## src/rtl/pipeline_stall_controller_if.sv

```systemverilog
// Handshake and control bundle between the stall sequencer
// and the pipeline / data-cache refill logic.
interface pipeline_stall_controller_if #(
  parameter int CNT_W = 16
);
  logic             start_i;
  logic             load_use_i;
  logic             branch_taken_i;
  logic             mem_access_i;
  logic             mem_miss_i;
  logic             mem_ack_i;
  logic             mem_req_o;
  logic             PC_Stall_o;
  logic             IF_ID_Stall_o;
  logic             IF_ID_Flush_o;
  logic             ID_EX_Bubble_o;
  logic             EX_MEM_Stall_o;
  logic             MEM_WB_Bubble_o;
  logic             timeout_o;
  logic [CNT_W-1:0] stall_cnt_o;
  logic [CNT_W-1:0] flush_cnt_o;

  modport master (
    output start_i, load_use_i, branch_taken_i,
    output mem_access_i, mem_miss_i, mem_ack_i,
    input  mem_req_o, PC_Stall_o, IF_ID_Stall_o,
    input  IF_ID_Flush_o, ID_EX_Bubble_o,
    input  EX_MEM_Stall_o, MEM_WB_Bubble_o,
    input  timeout_o, stall_cnt_o, flush_cnt_o
  );

  modport slave (
    input  start_i, load_use_i, branch_taken_i,
    input  mem_access_i, mem_miss_i, mem_ack_i,
    output mem_req_o, PC_Stall_o, IF_ID_Stall_o,
    output IF_ID_Flush_o, ID_EX_Bubble_o,
    output EX_MEM_Stall_o, MEM_WB_Bubble_o,
    output timeout_o, stall_cnt_o, flush_cnt_o
  );
endinterface

```

## src/rtl/pipeline_stall_controller.sv

```systemverilog
// Central stall/flush sequencer: hazard merge, cache-refill
// freeze FSM with watchdog, saturating perf counters.
module pipeline_stall_controller #(
  parameter int TIMEOUT = 64,
  parameter int CNT_W   = 16
) (
  input logic                   clk_i,
  input logic                   rst_i,
  pipeline_stall_controller_if.slave bus
);

  localparam logic [1:0] S_RUN    = 2'd0;
  localparam logic [1:0] S_MISS   = 2'd1;
  localparam logic [1:0] S_REPLAY = 2'd2;
  localparam logic [1:0] S_ERR    = 2'd3;

  localparam logic [7:0] WAIT_LAST = 8'(TIMEOUT - 1);

  logic [1:0]       state_q, state_d;
  logic [7:0]       wait_q, wait_d;
  logic             req_q, req_d;
  logic             tmo_q, tmo_d;
  logic [CNT_W-1:0] stall_q, stall_d;
  logic [CNT_W-1:0] flush_q, flush_d;

  logic pc_st, ifid_st, ifid_fl;
  logic idex_bub, exmem_st, memwb_bub;
  logic freeze;

  always_comb begin
    state_d = state_q;
    wait_d  = wait_q;
    freeze  = 1'b0;
    pc_st     = 1'b0;
    ifid_st   = 1'b0;
    ifid_fl   = 1'b0;
    idex_bub  = 1'b0;
    exmem_st  = 1'b0;
    memwb_bub = 1'b0;
    unique case (state_q)
      S_RUN: begin
        if (!bus.start_i) begin
          pc_st    = 1'b1;
          ifid_st  = 1'b1;
          exmem_st = 1'b1;
        end else if (bus.mem_access_i && bus.mem_miss_i) begin
          freeze  = 1'b1;
          state_d = S_MISS;
          wait_d  = 8'd0;
        end else if (bus.load_use_i) begin
          pc_st    = 1'b1;
          ifid_st  = 1'b1;
          idex_bub = 1'b1;
        end else if (bus.branch_taken_i) begin
          ifid_fl = 1'b1;
        end
      end
      S_MISS: begin
        freeze = 1'b1;
        wait_d = wait_q + 8'd1;
        // Ack beats a timeout landing on the same cycle.
        if (bus.mem_ack_i) begin
          state_d = S_REPLAY;
          wait_d  = 8'd0;
        end else if (wait_q == WAIT_LAST) begin
          state_d = S_ERR;
        end
      end
      S_REPLAY: begin
        freeze  = 1'b1;
        state_d = S_RUN;
      end
      S_ERR: begin
        freeze = 1'b1;
      end
      default: begin
        state_d = S_RUN;
      end
    endcase
    if (freeze) begin
      pc_st     = 1'b1;
      ifid_st   = 1'b1;
      exmem_st  = 1'b1;
      memwb_bub = 1'b1;
    end
    // Reset forces every stage control low, independent of inputs.
    if (rst_i) begin
      pc_st     = 1'b0;
      ifid_st   = 1'b0;
      ifid_fl   = 1'b0;
      idex_bub  = 1'b0;
      exmem_st  = 1'b0;
      memwb_bub = 1'b0;
    end
  end

  always_comb begin
    req_d   = (state_d == S_MISS);
    tmo_d   = tmo_q | (state_d == S_ERR);
    stall_d = stall_q;
    flush_d = flush_q;
    if (pc_st && bus.start_i && (stall_q != '1)) begin
      stall_d = stall_q + 1'b1;
    end
    if (ifid_fl && (flush_q != '1)) begin
      flush_d = flush_q + 1'b1;
    end
  end

  always_ff @(posedge clk_i or posedge rst_i) begin
    if (rst_i) begin
      state_q <= S_RUN;
      wait_q  <= 8'd0;
      req_q   <= 1'b0;
      tmo_q   <= 1'b0;
      stall_q <= '0;
      flush_q <= '0;
    end else begin
      state_q <= state_d;
      wait_q  <= wait_d;
      req_q   <= req_d;
      tmo_q   <= tmo_d;
      stall_q <= stall_d;
      flush_q <= flush_d;
    end
  end

  assign bus.mem_req_o       = req_q;
  assign bus.timeout_o       = tmo_q;
  assign bus.stall_cnt_o     = stall_q;
  assign bus.flush_cnt_o     = flush_q;
  assign bus.PC_Stall_o      = pc_st;
  assign bus.IF_ID_Stall_o   = ifid_st;
  assign bus.IF_ID_Flush_o   = ifid_fl;
  assign bus.ID_EX_Bubble_o  = idex_bub;
  assign bus.EX_MEM_Stall_o  = exmem_st;
  assign bus.MEM_WB_Bubble_o = memwb_bub;

endmodule

```

## src/flat_wrapper.sv

```systemverilog
// flat-port wrapper written by rule: the top's interface ports become plain ports
module pipeline_stall_controller_flat 
#(
  parameter int TIMEOUT = 64,
  parameter int CNT_W   = 16
)
  (clk_i, rst_i, bus_start_i, bus_load_use_i, bus_branch_taken_i, bus_mem_access_i, bus_mem_miss_i, bus_mem_ack_i, bus_mem_req_o, bus_PC_Stall_o, bus_IF_ID_Stall_o, bus_IF_ID_Flush_o, bus_ID_EX_Bubble_o, bus_EX_MEM_Stall_o, bus_MEM_WB_Bubble_o, bus_timeout_o, bus_stall_cnt_o, bus_flush_cnt_o);
  pipeline_stall_controller_if #(.CNT_W(CNT_W)) bus_i ();
  input logic clk_i;
  input logic rst_i;
  input wire logic [$bits(bus_i.start_i)-1:0] bus_start_i;
  input wire logic [$bits(bus_i.load_use_i)-1:0] bus_load_use_i;
  input wire logic [$bits(bus_i.branch_taken_i)-1:0] bus_branch_taken_i;
  input wire logic [$bits(bus_i.mem_access_i)-1:0] bus_mem_access_i;
  input wire logic [$bits(bus_i.mem_miss_i)-1:0] bus_mem_miss_i;
  input wire logic [$bits(bus_i.mem_ack_i)-1:0] bus_mem_ack_i;
  output wire logic [$bits(bus_i.mem_req_o)-1:0] bus_mem_req_o;
  output wire logic [$bits(bus_i.PC_Stall_o)-1:0] bus_PC_Stall_o;
  output wire logic [$bits(bus_i.IF_ID_Stall_o)-1:0] bus_IF_ID_Stall_o;
  output wire logic [$bits(bus_i.IF_ID_Flush_o)-1:0] bus_IF_ID_Flush_o;
  output wire logic [$bits(bus_i.ID_EX_Bubble_o)-1:0] bus_ID_EX_Bubble_o;
  output wire logic [$bits(bus_i.EX_MEM_Stall_o)-1:0] bus_EX_MEM_Stall_o;
  output wire logic [$bits(bus_i.MEM_WB_Bubble_o)-1:0] bus_MEM_WB_Bubble_o;
  output wire logic [$bits(bus_i.timeout_o)-1:0] bus_timeout_o;
  output wire logic [$bits(bus_i.stall_cnt_o)-1:0] bus_stall_cnt_o;
  output wire logic [$bits(bus_i.flush_cnt_o)-1:0] bus_flush_cnt_o;
  assign bus_i.start_i = bus_start_i;
  assign bus_i.load_use_i = bus_load_use_i;
  assign bus_i.branch_taken_i = bus_branch_taken_i;
  assign bus_i.mem_access_i = bus_mem_access_i;
  assign bus_i.mem_miss_i = bus_mem_miss_i;
  assign bus_i.mem_ack_i = bus_mem_ack_i;
  assign bus_mem_req_o = bus_i.mem_req_o;
  assign bus_PC_Stall_o = bus_i.PC_Stall_o;
  assign bus_IF_ID_Stall_o = bus_i.IF_ID_Stall_o;
  assign bus_IF_ID_Flush_o = bus_i.IF_ID_Flush_o;
  assign bus_ID_EX_Bubble_o = bus_i.ID_EX_Bubble_o;
  assign bus_EX_MEM_Stall_o = bus_i.EX_MEM_Stall_o;
  assign bus_MEM_WB_Bubble_o = bus_i.MEM_WB_Bubble_o;
  assign bus_timeout_o = bus_i.timeout_o;
  assign bus_stall_cnt_o = bus_i.stall_cnt_o;
  assign bus_flush_cnt_o = bus_i.flush_cnt_o;
  pipeline_stall_controller #(.TIMEOUT(TIMEOUT), .CNT_W(CNT_W)) u_core (.clk_i(clk_i), .rst_i(rst_i), .bus(bus_i));
endmodule
```

## config.mk

```make
export PLATFORM = sky130hd
export DESIGN_NAME = pipeline_stall_controller_flat
export DESIGN_NICKNAME = d
export VERILOG_FILES = /design/src/rtl/pipeline_stall_controller_if.sv /design/src/rtl/pipeline_stall_controller.sv /design/src/flat_wrapper.sv
export SDC_FILE = /design/constraint.sdc
export NUM_CORES = 1
export LEC_CHECK = 0
export CAP_MARGIN = 30
export CORE_ASPECT_RATIO = 1.5
export CORE_MARGIN = 2
export CORE_UTILIZATION = 45
export CTS_CLUSTER_SIZE = 40
export DETAILED_ROUTE_END_ITERATION = 8
export GPL_TIMING_DRIVEN = 0
export PLACE_DENSITY = 0.73
export SYNTH_ARGS = -nofsm -noshare
export SYNTH_HDL_FRONTEND = slang
export SYNTH_SLANG_ARGS = --single-unit
export TNS_END_PERCENT = 50
```

## constraint.sdc

```tcl
create_clock -name clk_i -period 3.7 [get_ports clk_i]
set_input_delay 1.11 -clock clk_i [delete_from_list [all_inputs] [get_ports clk_i]]
set_output_delay 1.11 -clock clk_i [all_outputs]
set_load 0.005 [all_outputs]
```

Word level (Yosys, flattened, before mapping):

Index checks and enable logic that the tools add are counted.

* equal/unequal tests: 10
* bitwise gates (word level): 1
* add/subtract/negate cells: 3
* muxes and demuxes: 33
* reduce and logical (&&, ||, !) cells: 8

Operators with widths (count)
* $add A16 B1 Y16 const B: 2
* $ne A16 B16 Y1 const B: 2
* $mux W8: 3
* $mux W1: 23
* $pmux W8 S2: 1
* $add A8 B1 Y8 const B: 1
* $eq A8 B6 Y1 const B: 1
* $mux W2: 4
* $eq A2 B2 Y1 const B: 3
* $pmux W2 S3: 1
* $eq A2 B1 Y1 const B: 2
* $logic_and A1 B1 Y1: 4
* $reduce_and A3 Y1: 1
* $reduce_or A3 Y1: 1
* $logic_not A2 Y1: 1
* $ne A2 B1 Y1 const B: 1
* $ne A2 B2 Y1 const B: 1
* $pmux W1 S2: 1
* $reduce_bool A2 Y1: 1
* $or A1 B1 Y1: 1

* register bits: 44
* bits of input ports: 8
* output and inout port bits: 40
* logic and storage cells: 61

Depth between registers and ports, before layout:

Gate-level depths: netlist of the first run.

* depth in word-level cells: 8
* mapped depth: 6
* depth with buffers taken out: 5

Least setup slack after synthesis of the first run:

Ideal clock, no wire load.

* path kind: input port to output port
* from: input port bus_mem_access_i
* to: output port bus_IF_ID_Flush_o
* data arrival time: 1.829 ns
* buffers on the path: 0
* stages on the path: 3
* data required time: 2.590 ns
* slack: 0.761 ns
* path through: a2111oi_4 nand2_1 inv_1

* word-level cells in the longest chain between the ends: 5

RTL lines
* from (decl): line flat_wrapper.sv:14 `input wire logic [$bits(bus_i.mem_access_i)-1:0] bus_mem_access_i;`
* $logic_and A1 B1 Y1: line pipeline_stall_controller.sv:46 `end else if (bus.mem_access_i && bus.mem_miss_i) begin`
* $mux W1: line pipeline_stall_controller.sv:46
* $mux W1: line pipeline_stall_controller.sv:42 `if (!bus.start_i) begin`
* $mux W1: line pipeline_stall_controller.sv:40 `unique case (state_q)`
* $mux W1: line pipeline_stall_controller.sv:87 `if (rst_i) begin`
* to (decl): line flat_wrapper.sv:20 `output wire logic [$bits(bus_i.IF_ID_Flush_o)-1:0] bus_IF_ID_Flush_o;`

Every way passes these cells.

Final worst setup path of the first run:

* from: input port bus_start_i
* to: output port bus_MEM_WB_Bubble_o

* word-level cells in the longest chain between the ends: 4

RTL lines
* from (decl): line flat_wrapper.sv:11 `input wire logic [$bits(bus_i.start_i)-1:0] bus_start_i;`
* $mux W1: line pipeline_stall_controller.sv:42
* $pmux W1 S2: line pipeline_stall_controller.sv:40
* $mux W1: line pipeline_stall_controller.sv:80 `if (freeze) begin`
* $mux W1: line pipeline_stall_controller.sv:87
* to (decl): line flat_wrapper.sv:23 `output wire logic [$bits(bus_i.MEM_WB_Bubble_o)-1:0] bus_MEM_WB_Bubble_o;`

Every way passes these cells.

==> results of run 1 <==
## logic make-up (layout without fill, tap and decap cells)
group / count (synthesis) / in the layout / share of synthesized area [%]
AOI/OAI and AO/OA: 27 / 27 / 8.34
xor gates and xnor gates: 32 / 32 / 12.4
adders and majority gates: 3 / 3 / 1.66
buffers and inverters: 11 / 67 / 2.32
DFF: 44 / 44 / 48.6
muxes: 2 / 2 / 0.994
and+or+nand+nor: 97 / 97 / 25.7
## metal layers
metal,routed length (um),global-route usage [%]
met5,0,0
met4,98,7.45
met3,148,3.58
met2,2510,31.1
met1,2100,22.8
## critical path, stage by stage
cell,delay [ns]
clkdlybuf4s50_1,0.53
nand3_1,0.18
a21oi_2,0.23
clkdlybuf4s50_1,0.52
## power by group through the flow
| stage | Sequential [mW] | Clock (mW) | Combinational, mW |
|---|---|---|---|
| after global placement | 0.637 | 0 | 0.271 |
| final | 0.629 | 0.432 | 0.282 |
| after floorplan | 0.626 | 0 | 0.120 |
| after detailed placement | 0.640 | 0 | 0.283 |
| after CTS | 0.632 | 0.438 | 0.287 |
| after global routing | 0.643 | 0.455 | 0.313 |
## repair_timing
item | CTS | global route
buffers inserted | 1 | 0
pin swaps | 2 | 0
endpoints found under the setup margin | 5 | 3
gates resized for setup | 8 | 1
## worst min path at each step
stage                                from                          to
2_1_floorplan        u_core.bus.timeout_o        u_core.bus.timeout_o
3_3_place_gp         u_core.bus.timeout_o        u_core.bus.timeout_o
3_5_place_dp   u_core.bus.flush_cnt_o[11]  u_core.bus.flush_cnt_o[11]
4_1_cts        u_core.bus.flush_cnt_o[11]  u_core.bus.flush_cnt_o[11]
5_1_grt        u_core.bus.flush_cnt_o[11]  u_core.bus.flush_cnt_o[11]
6_report       u_core.bus.flush_cnt_o[14]  u_core.bus.flush_cnt_o[14]
## stage by stage
| stage | power [mW] | area [sq um] | std cells | setup WS, ns |
|---|---|---|---|---|
| 3_3_place_gp | 0.908 | 2820 | 329 | -0.417 |
| 6_report | 1.34 | 2990 | 338 | 0.0118 |
| 4_1_cts | 1.36 | 2980 | 338 | -0.0512 |
| 5_1_grt | 1.41 | 2990 | 338 | -0.0621 |
| 3_5_place_dp | 0.924 | 2840 | 330 | -0.438 |
| 2_1_floorplan | 0.746 | 2270 | 216 | 0.761 |
## state kept, by name, indices dropped and copies added (netlist names)
name	count
u_core.wait_q	8
u_core.bus.stall_cnt_o	16
u_core.state_q	2
u_core.bus.flush_cnt_o	16
u_core.bus.mem_req_o	1
u_core.bus.timeout_o	1
## area by class of cell
type / instances / area [sq um]
Fill cell: 421 / 1860
Inverter: 4 / 15.0
Tap cell: 66 / 82.6
Clock buffer: 5 / 68.8
Timing Repair Buffer: 49 / 493
Buffer: 7 / 37.5
Multi-Input combinational cell: 161 / 1130
Clock inverter: 2 / 60.1
Sequential cell: 44 / 1100
## cells in the final DEF (no fill, tap or decap), types with 2 or more instances in the layout
| cell | count |
|---|---|
| dfrtp_1 | 44 |
| clkdlybuf4s50_1 | 43 |
| xor2_1 | 27 |
| nand2_1 | 16 |
| nand3_1 | 14 |
| nor3_1 | 13 |
| nor2_1 | 11 |
| o21ai_0 | 11 |
| nand4_1 | 8 |
| and4_1 | 6 |
| and3_1 | 5 |
| xnor2_1 | 5 |
| clkbuf_8 | 5 |
| nor3b_1 | 4 |
| nor4_1 | 4 |
| dlygate4sd2_1 | 4 |
| buf_2 | 3 |
| and2_1 | 3 |
| inv_1 | 3 |
| a21oi_1 | 3 |
| buf_4 | 3 |
| ha_1 | 3 |
| clkbuf_1 | 2 |
| a21o_1 | 2 |
| o31ai_1 | 2 |
| a31oi_1 | 2 |
| mux2_2 | 2 |
| bufinv_16 | 2 |
## cell usage after synthesis, types with 2 or more instances
library cell	instances	share of area (%)
inv_1	4	0.66
buf_4	2	0.66
o21ai_0	11	2.4
o31ai_1	2	0.66
clkbuf_1	2	0.33
xor2_1	27	10
mux2_2	2	0.99
a21o_1	2	0.66
nor2_1	12	2.0
and4_1	6	2.3
a21oi_1	4	0.88
nand3_1	14	3.1
and2_1	3	0.83
nor3b_1	4	1.3
a31oi_1	2	0.55
and3_1	5	1.4
buf_2	3	0.66
nor4_1	4	1.1
nand2_1	17	2.8
xnor2_1	5	1.9
dfrtp_1	44	49
nand4_1	8	2.2
nor3_1	13	2.9
ha_1	3	1.7
==> metrics, run 1 <==
port buffer count=47; clock skew=0.0114 ns; Ports=48; CTS tree=built; Seq pwr share=46.8%; reg-to-reg critical path endpoint=u_core.bus.flush_cnt_o[6]; router iterations before antenna repair=4; register bit total from synthesis=44; r2r worst-path depth=6; max cap viols=0; worst hold margin=0.489 ns; Worst Setup SP=bus_start_i; sequential area share after synthesis=48.6%; Synth Warn #=0; worst hold path cell count=1; Synth Area per Inst=10.5 sq um; leakage=1.38 nW; Slew headroom=69.2%; Hold-fix buffers, CTS=0; Clock Latency Late Sink=0.30 ns; pwr/cell area=450 mW/mm^2; unrepaired setup endpoints after global routing=yes; Pint=0.978 mW; EDFF count, synth=0; # diodes=0; pin count of the biggest net entering global routing=40; Post-synth ARST share=100%; CTS root buf=clkbuf_8; dpl hpwl=3.51 mm; area grow syn2layout=31.8%; final setup fails=0; Die Width=61.9 um; worst setup path end=bus_MEM_WB_Bubble_o; Final Core Density=61.6%; antenna-violating nets left=0; mapped cell area=0.00227 sq mm; HP Class=flop to flop; Placer Congestion=0.791; H-Tree Depth=2; Worst Path Required=2.59 ns; Gate power share=21.0%; fmax=271 MHz; status=finished, final reports clean; Synth cell types=41; worst r2r src=u_core.bus.flush_cnt_o[0]; clock-pin slew on the worst setup and hold paths=0.08 ns; layout cell share with drive strength beyond 1=10.3%; crit start category=input pin; WL per Instance=14.4 um; GRT Total Usage=18.7%; Final Max Tran Viols=0; sw frac=27.2%; CP Capture Type=primary output; initial antenna violation count=0; Detailed Route Iter0 Violations=57; Synth Net Count=227; die area=0.00563 sq mm; routed vias/inst=5.49; Syn Inst Count=216; Tmin final=3.69 ns; core area=0.00485 sq mm; drt total wl=4.86 mm; die height=90.9 um; DRC=0; NetSw=0.366 mW; total grt overflow=0; Max rail drop VDD=0.320 mV; Final nets=283; kind of critical path=input pin to primary output; vias in the first global route=1814; CTS max path bufs=2; TritonCTS buffer count=5; final worst path period share=99.7%; setup total negative slack=0 ns; R2R Setup Slk=1.88 ns; clock share of power=32.2%; initial core utilization=46.7%; ys flop type=dfrtp_1; Vias=1854; CTS Sinks=44; crit-path max FO=5; final hold vios=0; Worst-Margin Slew=0.458 ns; num rows=31; first-pass GRT wire length=8.17 mm; CP arrival=2.58 ns
Power figures use the tool's default switching activity.
==> run 2: changes to the inputs <==
Settings changed: CAP_MARGIN 30 to 5, CORE_MARGIN 2 to not set.
==> metrics, run 2 (synthesized netlist as in run 1, its figures left out) <==
CTS max path bufs=2; clock skew=0.00769 ns; routed vias/inst=5.46; CTS tree=built; TritonCTS buffer count=5; max cap viols=0; Tmin final=3.60 ns; kind of critical path=input pin to primary output; router iterations before antenna repair=4; most frequent cells in the layout=dfrtp_1 (44), clkdlybuf4s50_1 (42), xor2_1 (27), nand2_1 (15); Clock Latency Late Sink=0.30 ns; final hold vios=0; Final nets=287; clock share of power=25.5%; Vias=1872; layout cell share with drive strength beyond 1=12.3%; NetSw=0.354 mW; pin count of the biggest net entering global routing=24; Worst-Margin Slew=0.506 ns; setup ws final=0.0951 ns; vias in the first global route=1737; CP arrival=2.49 ns; CP Capture Type=primary output; worst hold margin=0.493 ns; total grt overflow=0; first-pass GRT wire length=7.73 mm; drt total wl=4.81 mm; Detailed Route Iter0 Violations=94; Pint=0.866 mW; crit start category=input pin; H-Tree Depth=2; Global Route met1 Usage=25.1%; antenna-violating nets left=0; Hold-fix buffers, CTS=0; port buffer count=47; GRT Total Usage=19.3%; fmax=277 MHz; Fillers=429; met2 usage=31.3%; # diodes=0; leakage=1.39 nW; final setup fails=0; Slew headroom=66.2%; Ports=48; die height=88.9 um; Post-Place Setup Slack=-0.436 ns; DRC=0; crit-path max FO=4; Gate power share=23.1%; status=finished, final reports clean; die area=0.00533 sq mm; Final Max Tran Viols=0; most common cell after layout, fill and taps aside=dfrtp_1; num rows=31; initial antenna violation count=0; WL per Instance=14.0 um; M3 GR Usage=3.47%; HP Class=flop to flop; Die Width=59.9 um; pwr/cell area=409 mW/mm^2; CTS Sinks=44; Max rail drop VDD=0.269 mV; Placer Congestion=0.785; CTS root buf=clkbuf_8; clock-pin slew on the worst setup and hold paths=0.08 ns; unrepaired setup endpoints after global routing=no; initial core utilization=46.7%; core area=0.00485 sq mm; area grow syn2layout=31.7%; Seq pwr share=51.4%; GRT Max-Usage Layer=met2; Worst Path Required=2.59 ns; dpl hpwl=3.44 mm; final worst path period share=97.4%; sw frac=29.0%
-- run 2: cell types whose count changed in the layout (fill, tap and decap cells not counted), sizes merged --
cell / before / now
clkbuf: 7 / 11
dlymetal6s2s: 0 / 1
buf: 7 / 11
dlygate4sd2: 4 / 2
clkinvlp: 0 / 1
clkdlybuf4s50: 43 / 42
bufinv: 2 / 0
-- run 2: path summary, 6_finish.rpt --
check | from | to | slack [ns] | depth (start not counted)
min in group asynchronous | rst_i | u_core.bus.flush_cnt_o[5] | 1.10 | 2
worst min-delay path | u_core.bus.flush_cnt_o[14] | u_core.bus.flush_cnt_o[14] | 0.49 | 1
max in group asynchronous | rst_i | u_core.bus.stall_cnt_o[1] | 2.11 | 3
worst max register to register | u_core.state_q[0] | u_core.bus.flush_cnt_o[13] | 1.88 | 6
worst min register to register | u_core.bus.flush_cnt_o[14] | u_core.bus.flush_cnt_o[14] | 0.49 | 1
worst max-delay path | bus_load_use_i | bus_IF_ID_Flush_o | 0.1 | 5
-- run 2: what timing repair did --
item                       4_1_cts  5_1_grt
setup endpoints to repair        5        4
gates resized for setup          6        8
buffers inserted                 1        4
hold endpoints to repair         0        0
pin swaps                        2        4
-- run 2: routing by layer --
metal | vias to the layer above | share of wire (%)
met1 | 913 | 45
met3 | 11 | 3.9
met5 | - | 0
met4 | 0 | 2.0
met2 | 52 | 49
li1 | 896 | -
-- run 2: stage by stage --
stage               TNS (ns)  utilization, %  area (sq um)  std cells  power, mW
CTS                        0            60.9          2950        339       1.23
detailed placement     -1.12            58.7          2850        330      0.915
finish                     0            61.5          2980        343       1.22
global placement       -1.17            58.1          2820        329      0.904
floorplan                  0               -          2270        216      0.746
global route               0            61.5          2980        343       1.29
-- run 2: layout make-up --
class / instances / area [sq um] / area share [%]
multi-input combinational: 161 / 1130 / 37.8
sequential: 44 / 1100 / 36.9
timing repair buffer: 53 / 526 / 17.6
clock buffer: 7 / 86.3 / 2.89
tap: 66 / 82.6 / 2.77
buffer: 7 / 37.5 / 1.26
inverter: 4 / 15.0 / 0.503
clock inverter: 1 / 7.51 / 0.252
-- run 2: power by group through the flow --
stage,sequential (mW),clock (mW),combinational (mW)
floorplan,0.626,0,0.120
global placement,0.635,0,0.269
detailed placement,0.635,0,0.280
CTS,0.627,0.323,0.284
global route,0.641,0.338,0.312
finish,0.627,0.311,0.282
-- run 2: worst max-delay path, stage by stage --
cell             delay [ns]
dlygate4sd2_1          0.31
a2111oi_4              0.41
nand2_2                0.12
inv_1                  0.07
clkdlybuf4s50_1        0.48
